File: src/rtl/calc_sequencer.sv
// Keypad sequencer for the two-digit calculator: collects A/op/B, runs add/sub/mult/div on '='.
// Define CALC_DIV_EN to accept the divide key and build the restoring divider.
module calc_sequencer #(
  parameter int unsigned RES_W   = 14,
  parameter int unsigned ITER    = 7,
  parameter logic [7:0]  KEY_EQ  = 8'h0E,
  parameter logic [7:0]  KEY_CLR = 8'h0C
) (
  input  logic             clk,
  input  logic             rst_n,
  input  logic             key_valid,
  input  logic [7:0]       key_code,
  output logic [7:0]       A1,
  output logic [7:0]       A0,
  output logic [7:0]       OP,
  output logic [7:0]       B1,
  output logic [7:0]       B0,
  output logic [RES_W-1:0] result,
  output logic [ITER-1:0]  rem,
  output logic             neg,
  output logic             err,
  output logic             busy,
  output logic             done
);

  // Operator key codes shared with the keypad scanner.
  localparam logic [7:0] KeyAdd = 8'h0A;
  localparam logic [7:0] KeySub = 8'h0B;
  localparam logic [7:0] KeyMul = 8'h0F;
`ifdef CALC_DIV_EN
  localparam logic [7:0] KeyDiv = 8'h0D;
`endif
  localparam int unsigned CntW = $clog2(ITER);

  typedef enum logic [2:0] {
    StGetA1, StGetA0, StGetOp, StGetB1, StGetB0, StWaitEq, StExec, StDone
  } state_e;

  state_e state_q, state_d;
  logic [7:0]       a1_q, a1_d, a0_q, a0_d, op_q, op_d, b1_q, b1_d, b0_q, b0_d;
  logic [RES_W-1:0] result_q, result_d, acc_q, acc_d, mcand_q, mcand_d, acc_sum;
  logic [ITER-1:0]  opa_q, opa_d, opb_q, opb_d, a_val, b_val;
  logic [CntW-1:0]  cnt_q, cnt_d;
  logic             neg_q, neg_d, err_q, err_d;
  logic             is_digit, is_op, last_iter;
`ifdef CALC_DIV_EN
  logic [ITER-1:0]  prem_q, prem_d, rem_q, rem_d, div_rem;
  logic [ITER:0]    div_trial, div_diff;
  logic             div_bit;
`endif

  always_comb begin
    state_d  = state_q;
    a1_d     = a1_q;
    a0_d     = a0_q;
    op_d     = op_q;
    b1_d     = b1_q;
    b0_d     = b0_q;
    result_d = result_q;
    acc_d    = acc_q;
    mcand_d  = mcand_q;
    opa_d    = opa_q;
    opb_d    = opb_q;
    cnt_d    = cnt_q;
    neg_d    = neg_q;
    err_d    = err_q;
`ifdef CALC_DIV_EN
    prem_d   = prem_q;
    rem_d    = rem_q;
    // One restoring step: shift in the next dividend bit, subtract if it fits.
    div_trial = {prem_q, opa_q[ITER-1]};
    div_diff  = div_trial - {1'b0, opb_q};
    div_bit   = (div_trial >= {1'b0, opb_q});
    div_rem   = div_bit ? ITER'(div_diff) : ITER'(div_trial);
`endif
    a_val     = ITER'(a1_q * 8'd10 + a0_q);
    b_val     = ITER'(b1_q * 8'd10 + b0_q);
    acc_sum   = acc_q + (opb_q[0] ? mcand_q : '0);
    last_iter = (cnt_q == CntW'(ITER - 1));
    is_digit  = key_valid && (key_code <= 8'd9);
    is_op     = key_valid && ((key_code == KeyAdd) || (key_code == KeySub) ||
`ifdef CALC_DIV_EN
                              (key_code == KeyDiv) ||
`endif
                              (key_code == KeyMul));

    if (key_valid && key_code == KEY_CLR) begin
      state_d  = StGetA1;
      a1_d     = '0;
      a0_d     = '0;
      op_d     = '0;
      b1_d     = '0;
      b0_d     = '0;
      result_d = '0;
      acc_d    = '0;
      mcand_d  = '0;
      opa_d    = '0;
      opb_d    = '0;
      cnt_d    = '0;
      neg_d    = 1'b0;
      err_d    = 1'b0;
`ifdef CALC_DIV_EN
      prem_d   = '0;
      rem_d    = '0;
`endif
    end else begin
      unique case (state_q)
        StGetA1: if (is_digit) begin a1_d = key_code; state_d = StGetA0; end
        StGetA0: if (is_digit) begin a0_d = key_code; state_d = StGetOp; end
        StGetOp: if (is_op)    begin op_d = key_code; state_d = StGetB1; end
        StGetB1: if (is_digit) begin b1_d = key_code; state_d = StGetB0; end
        StGetB0: if (is_digit) begin b0_d = key_code; state_d = StWaitEq; end
        StWaitEq: begin
          if (key_valid && key_code == KEY_EQ) begin
            opa_d   = a_val;
            opb_d   = b_val;
            mcand_d = RES_W'(a_val);
            acc_d   = '0;
            cnt_d   = '0;
`ifdef CALC_DIV_EN
            prem_d  = '0;
`endif
            state_d = StExec;
          end
        end
        StExec: begin
          cnt_d = cnt_q + 1'b1;
          case (op_q)
            KeyMul: begin
              // Shift-add, multiplier LSB first.
              acc_d   = acc_sum;
              mcand_d = mcand_q << 1;
              opb_d   = opb_q >> 1;
              if (last_iter) begin
                result_d = acc_sum;
                state_d  = StDone;
              end
            end
`ifdef CALC_DIV_EN
            KeyDiv: begin
              if (opb_q == '0) begin
                err_d    = 1'b1;
                result_d = '0;
                rem_d    = '0;
                state_d  = StDone;
              end else begin
                // Dividend register fills with quotient bits from the bottom.
                prem_d = div_rem;
                opa_d  = {opa_q[ITER-2:0], div_bit};
                if (last_iter) begin
                  result_d = RES_W'({opa_q[ITER-2:0], div_bit});
                  rem_d    = div_rem;
                  state_d  = StDone;
                end
              end
            end
`endif
            KeySub: begin
              if (opa_q >= opb_q) begin
                result_d = RES_W'(opa_q - opb_q);
                neg_d    = 1'b0;
              end else begin
                result_d = RES_W'(opb_q - opa_q);
                neg_d    = 1'b1;
              end
              state_d = StDone;
            end
            default: begin
              result_d = RES_W'(opa_q) + RES_W'(opb_q);
              state_d  = StDone;
            end
          endcase
        end
        StDone: begin
          if (is_digit) begin
            result_d = '0;
            neg_d    = 1'b0;
            err_d    = 1'b0;
            op_d     = '0;
            b1_d     = '0;
            b0_d     = '0;
            a1_d     = key_code;
`ifdef CALC_DIV_EN
            rem_d    = '0;
`endif
            state_d  = StGetA0;
          end
        end
        default: state_d = StGetA1;
      endcase
    end
  end

  always_ff @(posedge clk or negedge rst_n) begin
    if (!rst_n) begin
      state_q  <= StGetA1;
      a1_q     <= '0;
      a0_q     <= '0;
      op_q     <= '0;
      b1_q     <= '0;
      b0_q     <= '0;
      result_q <= '0;
      acc_q    <= '0;
      mcand_q  <= '0;
      opa_q    <= '0;
      opb_q    <= '0;
      cnt_q    <= '0;
      neg_q    <= 1'b0;
      err_q    <= 1'b0;
`ifdef CALC_DIV_EN
      prem_q   <= '0;
      rem_q    <= '0;
`endif
    end else begin
      state_q  <= state_d;
      a1_q     <= a1_d;
      a0_q     <= a0_d;
      op_q     <= op_d;
      b1_q     <= b1_d;
      b0_q     <= b0_d;
      result_q <= result_d;
      acc_q    <= acc_d;
      mcand_q  <= mcand_d;
      opa_q    <= opa_d;
      opb_q    <= opb_d;
      cnt_q    <= cnt_d;
      neg_q    <= neg_d;
      err_q    <= err_d;
`ifdef CALC_DIV_EN
      prem_q   <= prem_d;
      rem_q    <= rem_d;
`endif
    end
  end

  assign A1     = a1_q;
  assign A0     = a0_q;
  assign OP     = op_q;
  assign B1     = b1_q;
  assign B0     = b0_q;
  assign result = result_q;
  assign neg    = neg_q;
  assign err    = err_q;
  assign busy   = (state_q == StExec);
  assign done   = (state_q == StDone);
`ifdef CALC_DIV_EN
  assign rem    = rem_q;
`else
  assign rem    = '0;
`endif

endmodule

File: config.mk
export PLATFORM = sky130hd
export DESIGN_NAME = calc_sequencer
export DESIGN_NICKNAME = d
export VERILOG_FILES = /design/src/rtl/calc_sequencer.sv
export SDC_FILE = /design/constraint.sdc
export NUM_CORES = 1
export LEC_CHECK = 0
export ABC_AREA = 0
export BUFFER_PORTS_ARGS = -buffer_cell sky130_fd_sc_hd__buf_2
export CELL_PAD_IN_SITES_DETAIL_PLACEMENT = 0
export CELL_PAD_IN_SITES_GLOBAL_PLACEMENT = 1
export CORE_ASPECT_RATIO = 2
export CORE_MARGIN = 8
export CORE_UTILIZATION = 50
export DETAILED_ROUTE_END_ITERATION = 10
export PLACE_DENSITY_LB_ADDON = 0.1
export SYNTH_ARGS = -nofsm -noshare
export SYNTH_HDL_FRONTEND = slang
export SYNTH_SLANG_ARGS = --single-unit
File: constraint.sdc
create_clock -name clk -period 6.4 [get_ports clk]
set_input_delay 0.96 -clock clk [delete_from_list [all_inputs] [get_ports clk]]
set_output_delay 0.96 -clock clk [all_outputs]
set_load 0.05 [all_outputs]
==> results by stage, run 1 <==
Logic synthesis:
- The count of flip-flops with a built-in enable after synthesis is 0.
- The sequential-to-total area share from yosys stat is 0.398.
- The gate count after technology mapping is 656.
- The number of warning messages in the yosys log is 0.
- Sorting the synthesized cells by area gives the leading types as dfrtp_1, ha_1, xnor2_1, a22o_1, o21ai_0.
- Among all flip-flop cells after synthesis, the most frequent one is dfrtp_1.
- The share of synthesized area in the top cell type comes to 0.398.
- Of the total synthesized cell area, the portion taken by full adders, half adders and majority gates is 0.129.
- The synthesized netlist occupies a cell area of approximately 0.0065 mm2.
- The synthesized design contains 103 register bits.
- The xor-xnor portion of the synthesized cell area is 0.0527.
- The share of async-settable or async-resettable flops after synthesis is 1.00.
- After synthesis, the largest family of logic cells by area is compound AO/OA/AOI/OAI gates.
- The share of synthesized area spent on multiplexers is 0.0417.
- The biggest area consumer among synthesized cells is dfrtp_1.
- Of the total synthesized cell area, the portion taken by AND, OR, NAND and NOR gates is 0.135.
- The mean instance size in the synthesized netlist is about 10 um2.
- The netlist uses between 60 and 70 different library cells.
- The compound-gate portion of the synthesized area is 0.192.

Timing:
- The setup TNS is 0 ns.
- For the final database, setup skew stands at 0.0111 ns.
- The number of failing setup endpoints in the final timing report is 0.
- The part of the cycle the worst path needs is 0.537.
- The number of endpoints with negative hold slack in the final report is 0.
- The worst hold slack across all endpoints is just under 0.5 ns.
- Timing would allow up to 0.291 GHz.
- Setup repair after global routing left no endpoint under its margin.
- The count of pins over their slew limit came to 0.
- The relative max-transition margin is 0.389.
- Subtracting the final worst setup slack from the clock period gives roughly 3.4 ns.
- The worst-margin pin slew is approximately 0.92 ns.

Power:
- The internal power is 1.53 mW.
- The total power is ~2.8 mW.
- The net switching share of the total power is 0.454.
- Of the total power, combinational logic draws 0.468.
- In this run the static leakage power is between 3 and 4 nW.
- The maximum vdd drop is between 200 and 250 uV.
- The total power divided by cell area is 388 mW/mm2.
- In this run the power spent charging and discharging nets is approximately 1.3 mW.
- The relative contribution of sequential cells to total power is 0.325.
- Of the total power, the clock network draws 0.207.

Layout:
- Leaving out fill and tap cells, the most frequent cells in the layout are dfrtp_1, buf_2, ha_1.
- The number of antenna diodes in the final layout is 0.
- The fraction of final layout cells with drive strength greater than 1 is 0.160.
- The post-route cell area is approximately 0.0072 mm2.
- The most common library cell in the layout ignoring fill and taps is dfrtp_1.
- The final cell count without fillers is just under 900.
- From synthesis to final layout, the design area changed by 11.7%.
- The layout net count is 786.

Critical path:
- The cell family with the largest share of critical-path delay is buffers and inverters.
- The worst setup path is captured at a primary output.
- The worst setup path is of the register to primary output kind.
- STA classifies the critical path startpoint as a register.
- The slowest stage of the critical path is the dfrtp_1 cell.
- Along the worst path, the maximum fanout reaches 15.
- The required time at the worst-slack endpoint is approximately 5.4 ns.
- Walking the worst path, the cells encountered are nand2_1, or2_2, inv_1, buf_2.
- The data arrival time at the worst-slack endpoint is between 2 and 2.5 ns.
- The critical path contains buffers and inverters numbering 2 combined.
- The largest single stage delay on the critical path is a little under 0.6 ns.

Die:
- For this configuration, the core starts out at a cell density of 0.505.
- The die covers around 0.017 mm2.
- The I/O pin count is 76.
- The die boundary width is between 90 and 100 um.
- After floorplanning, the core was divided into slightly below 60 placement rows.
- The core region is roughly 0.013 mm2.
- The floorplan step set the die height to about 180 um.

Routing:
- The first routing iteration left slightly below 300 violations.
- In the final routed layout, each cell accounts on average for ~19 um.
- Summed over all layers, the routed wires come to between 15 and 20 mm.
- The post-route antenna net violation count is 0.
- The via count of the routed design is around 4900.
- The number of vias per cell is ~5.7.
- For this run, design rule violations remaining after detail routing come to 0.
- The number of detailed-route iterations in the first pass is 4.

Placed design:
- Port buffering added between 60 and 70 buffers.
- The instance area after placement is slightly below 0.007 mm2.
- Detailed placement ended at an HPWL of 12.4 mm.
- The count of placed standard cells including taps is around 850.
- At the end of routability-driven placement, the weighted congestion stood at 0.871.

CTS:
- The tree built by TritonCTS fans out to 103 sinks.
- Hold repair after CTS inserted 0 buffers.
- The root buffer cell chosen for the clock tree is clkbuf_16.
- Clock latency on the worst-skew pair, taken at its later pin, is about 0.35 ns.
- The post-cts gate resize count is 0.
- Buffers added to address setup during post-CTS repair amount to 0.
- The buffer levels on the longest clock path is 2.
- The number of clock buffers inserted by TritonCTS is 9.
- The TritonCTS clock tree is yes.
- Clock-pin slew was measured on the worst setup and hold paths at around 0.08 ns.
- CTS built an H-tree with a depth of 3.

Global routing:
- The global-route wire length before repair is between 20 and 30 mm.
- The via count of the first global-routing pass is between 5000 and 6000.
- Entering global routing, the biggest net connects 71 pins.
- The initial antenna violation count was 0.
- Across every metal layer, demand over resource in global routing totals 0.203.
- After global routing the overflow that remains totals 0.

Status:
- The run finished with clean final reports.

Flow run:
- The number of max-capacitance violations reported is 0.

Hold path:
- The path class of the tightest hold or removal check is register to register.
## worst register-to-register path, delay by kind of cell, from the launching register on
family	cells	cell delay, ns
flip-flops	1	0.59
AND/OR/NAND/NOR	5	1.14
buffers and inverters	1	0.52
AO/OA/AOI/OAI	2	0.63
## layer usage
layer	vias to the layer above	share of wire	global-route usage	wire [um]
met5	-	0	0	0
met4	0	0.015	0.0547	244
met3	14	0.039	0.0323	641
met2	75	0.52	0.333	8530
met1	2423	0.43	0.266	7030
li1	2420	-	-	-
## worst paths after layout
path,from,slack (ns),depth (start not counted),end
worst max-delay path,state_q[2]$_DFFE_PN0P_,2.96,4,busy
worst min-delay path,A0[7]$_DFFE_PN0P_,0.49,1,A0[7]$_DFFE_PN0P_
worst max register to register,state_q[2]$_DFFE_PN0P_,3.42,8,result[9]$_DFFE_PN0P_
worst min register to register,A0[7]$_DFFE_PN0P_,0.49,1,A0[7]$_DFFE_PN0P_
max in group asynchronous,rst_n,4.58,2,OP[7]$_DFFE_PN0P_
min in group asynchronous,rst_n,0.55,1,mcand_q[12]$_DFFE_PN0P_
## cells in the mapped netlist, types with 3 or more instances
master	instances
mux2i_1	9
nand2b_1	5
o21a_1	5
nor2_1	23
a211oi_1	4
and2_1	21
a221o_1	5
nand2_1	52
and3_1	7
inv_1	45
o31ai_1	10
a32o_1	3
clkbuf_1	20
ha_1	54
nor3_1	7
dfrtp_1	103
a21o_1	8
a21oi_1	40
nand4_1	6
o21ai_0	43
a22o_1	27
a21boi_0	3
xor2_1	10
buf_4	8
o21bai_1	5
mux2_2	16
xnor2_1	29
fa_1	8
nand3_1	13
nor2b_1	23
## power by group through the flow
| stage | registers (mW) | clock network, mW | logic, mW |
|---|---|---|---|
| 2_1_floorplan | 1.08 | 0 | 0.818 |
| 6_report | 0.911 | 0.581 | 1.31 |
| 5_1_grt | 0.930 | 0.614 | 1.45 |
| 3_5_place_dp | 0.922 | 0 | 1.32 |
| 4_1_cts | 0.911 | 0.596 | 1.33 |
| 3_3_place_gp | 0.923 | 0 | 1.31 |
## cell type report
cell class	count	area, um2
multi-input combinational	483	3620
tap	152	190
inverter	45	169
fill	1216	5610
timing repair buffer	71	368
clock inverter	7	91.3
clock buffer	9	225
sequential	103	2580
## state kept, by name (all words and copies together), names as in the netlist, 8 cells and up
| name | count |
|---|---|
| A0 | 8 |
| A1 | 8 |
| B0 | 8 |
| B1 | 8 |
| OP | 8 |
| acc_q | 14 |
| mcand_q | 14 |
| result | 14 |
## through the flow
step / setup slack, ns / utilization
final: 2.96 / 0.563
after global routing: 2.76 / 0.563
after CTS: 2.94 / 0.563
after detailed placement: 2.57 / 0.539
after global placement: 2.66 / 0.539
after floorplan: 3.33 / -
## cell families (layout without fill, tap and decap cells)
logic type               after synthesis  in the layout
XOR/XNOR                              39             39
other                                  1              8
multiplexers                          25             25
buffers and inverters                 77            132
AO/OA/AOI/OAI                        180            180
AND/OR/NAND/NOR                      169            169
adder cells (fa/ha/maj)               62             62
flip-flops                           103            103
Power figures use the tool's default switching activity.
==> inputs of run 2 (changes only) <==
--- a/config.mk
+++ b/config.mk
@@ -11,7 +11,7 @@
 export CELL_PAD_IN_SITES_GLOBAL_PLACEMENT = 1
 export CORE_ASPECT_RATIO = 2
 export CORE_MARGIN = 8
-export CORE_UTILIZATION = 50
+export CORE_UTILIZATION = 46
 export DETAILED_ROUTE_END_ITERATION = 10
 export PLACE_DENSITY_LB_ADDON = 0.1
 export SYNTH_ARGS = -nofsm -noshare
==> constraint.sdc (replaced) <==
create_clock -name clk -period 3.33 [get_ports clk]
set_input_delay 0.4995 -clock clk [delete_from_list [all_inputs] [get_ports clk]]
set_output_delay 0.4995 -clock clk [all_outputs]
set_load 0.05 [all_outputs]
==> run 2 against run 1 <==
Worst setup slack worse by 2.6 ns. Sequential share of layout area is 0.75 points lower. Critical path depth is 1 higher. Largest power group unchanged.
==> results by stage, run 2 (same netlist as run 1, synthesis figures left out) <==
Status:
- The run finished with clean final reports.

Critical path:
- STA classifies the critical path startpoint as a register.
- In this run the worst setup path terminates at busy.
- The critical-path maximum fanout is 14.
- The number of cells on the worst reg-to-reg path is 10.
- Data on the critical path arrives at its endpoint at approximately 2.5 ns.
- The worst register-to-register path begins at opb_q[0]$_DFFE_PN0P_.
- The required time at the worst-slack endpoint is 2.83 ns.
- The startpoint-to-endpoint class of the critical path is register to primary output.
- The endpoint class of the critical path is a primary output.
- In this run the worst setup path begins at state_q[2]$_DFFE_PN0P_.
- The endpoint identified for the worst register-to-register timing path is result[13]$_DFFE_PN0P_.
- In this run the register-to-register setup slack is 0.44 ns.

Placed design:
- The number of port buffers is between 60 and 70.
- The post-place setup slack is approximately 0.4 ns.
- The final weighted congestion in routability-driven placement is between 0.9 and 1.
- The wire-length estimate of the detail-placed layout is about 15 mm.

Die:
- The vertical die dimension is 184 um.
- The I/O pin count is 76.
- The floorplan step defined a die boundary enclosing approximately 0.018 mm2.
- The initial cell density of the core is 0.469.
- The initialized floorplan defines 61 standard-cell rows.
- The die boundary width is approximately 100 um.
- The total area inside the core boundary comes to ~0.014 mm2.

Layout:
- The antenna diode instance count is 0.
- For this run, the post-layout net count is approximately 800.
- The fraction of final layout cells with drive strength greater than 1 is 0.178.
- Compared with the post-synthesis result, the final layout area differs by 14.1%.
- The most common library cell in the layout ignoring fill and taps is dfrtp_1.
- Leaving out fill and tap cells, the most frequent cells in the layout are dfrtp_1, buf_2, ha_1.
- The total of fill cells in the finished design is around 1300.

CTS:
- The post-cts gate resize count is 0.
- The clock transition time at the flip-flop clock pins of the worst setup and hold paths is roughly 0.07 ns.
- The TritonCTS clock tree is yes.
- In this run the clock root is driven by a clkbuf_16.
- The clock sink total is a little over 100.
- CTS built an H-tree with a depth of 3.
- Buffers inserted during clock tree synthesis total 9.
- The clock insertion delay at the later pin of the skew report is between 0.3 and 0.4 ns.
- The buffer levels on the longest clock path is 2.
- The hold buffer count at cts is 0.
- The post-CTS repair timing setup buffer count is 0.

Global routing:
- The total grt overflow is 0.
- Across every metal layer, demand over resource in global routing totals 0.211.
- The largest net degree at the start of global routing is 62.
- The initial antenna violation count is 0.
- The first global-routing pass estimated 29.9 mm of wire.
- The via count of the first global-routing pass is 5519.

Timing:
- Setup violations remaining at the end of the flow were counted as 0.
- In the finished design, the share of the clock period the worst path needs comes to 0.903.
- At the pin with the least slew margin, the transition time is ~0.83 ns.
- The setup TNS is 0 ns.
- Setup repair after global routing left no endpoint under its margin.
- The final critical path time including I/O delays and setup is approximately 3.0 ns.
- The count of pins over their slew limit is 0.
- The number of endpoints with negative hold slack in the final report is 0.
- Static timing analysis puts the maximum clock frequency at 0.333 GHz.
- The clock arrives with roughly 0.012 ns of skew.
- The worst-case setup margin in the final layout is 0.324 ns.
- The relative max-transition margin is 0.446.

Routing:
- For this run, design rule violations remaining after detail routing come to 0.
- In the routed layout, each cell is associated on average with a via count of roughly 5.6.
- The via count of the routed design is 5145.
- The number of detailed-route iterations in the first pass is 4.
- After detailed routing, the average wire length per cell comes to around 20 um.
- After the first detailed-routing iteration, the DRC count stood at ~190.
- The final wirelength is 18.5 mm.
- The detail route stage leaves a number of antenna-violating nets equal to 0.

Hold path:
- The type of the most critical hold path is input pin to asynchronous set/reset pin.

Power:
- The reported leakage power is roughly 3.7 nW.
- VDD sags by at most 700 uV.
- Dividing total power by cell area gives a power density of 746 mW/mm2.

Flow run:
- The number of max-capacitance violations reported is 0.
## run 2: through the flow
| stage | instances | total power [mW] | hold WS [ns] | instance area, um2 | utilization |
|---|---|---|---|---|---|
| 2_1_floorplan | 663 | 3.65 | 0.204 | 6510 | - |
| 6_report | 923 | 5.52 | 0.241 | 7390 | 0.535 |
| 3_5_place_dp | 907 | 4.40 | 0.471 | 7080 | 0.512 |
| 4_1_cts | 923 | 5.53 | 0.274 | 7390 | 0.535 |
| 3_3_place_gp | 907 | 4.34 | 0.463 | 7080 | 0.512 |
| 5_1_grt | 923 | 5.86 | 0.308 | 7390 | 0.535 |
## run 2: worst min path at each step
| stage | cells after the start | slack, ns | end |
|---|---|---|---|
| finish | 1 | 0.24 | acc_q[3]$_DFFE_PN0P_ |
| detailed placement | 2 | 0.47 | result[0]$_DFFE_PN0P_ |
| global placement | 1 | 0.46 | A0[7]$_DFFE_PN0P_ |
| global route | 1 | 0.31 | acc_q[3]$_DFFE_PN0P_ |
| CTS | 1 | 0.27 | A0[5]$_DFFE_PN0P_ |
| floorplan | 0 | 0.20 | A0[0]$_DFFE_PN0P_ |
## run 2: routing by layer
layer	global-route usage	part of all wire	vias to the layer above
met5	0	0	-
li1	-	-	2454
met3	0.0383	0.036	45
met2	0.395	0.55	138
met1	0.207	0.35	2508
met4	0.129	0.058	0
## run 2: power by group
part	switching, mW	internal (mW)	leakage [nW]	total (mW)
clock	0.505	0.615	0.151	1.12
combinational	1.77	0.913	2.17	2.68
sequential	0.256	1.46	1.39	1.71
## run 2: cell type report
cell class	count	area, um2	area share
clock buffer	10	239	0.0323
clock inverter	6	75.1	0.0102
inverter	45	169	0.0229
multi-input combinational	483	3610	0.488
sequential	103	2580	0.349
tap	189	236	0.0320
timing repair buffer	87	488	0.0660
## run 2: critical path, stage by stage, from the launching register on
cell and delay, ns:
dfrtp_1 0.59, nand2_1 0.19, or2_2 0.46, inv_1 0.39, buf_4 0.24, buf_2 0.28
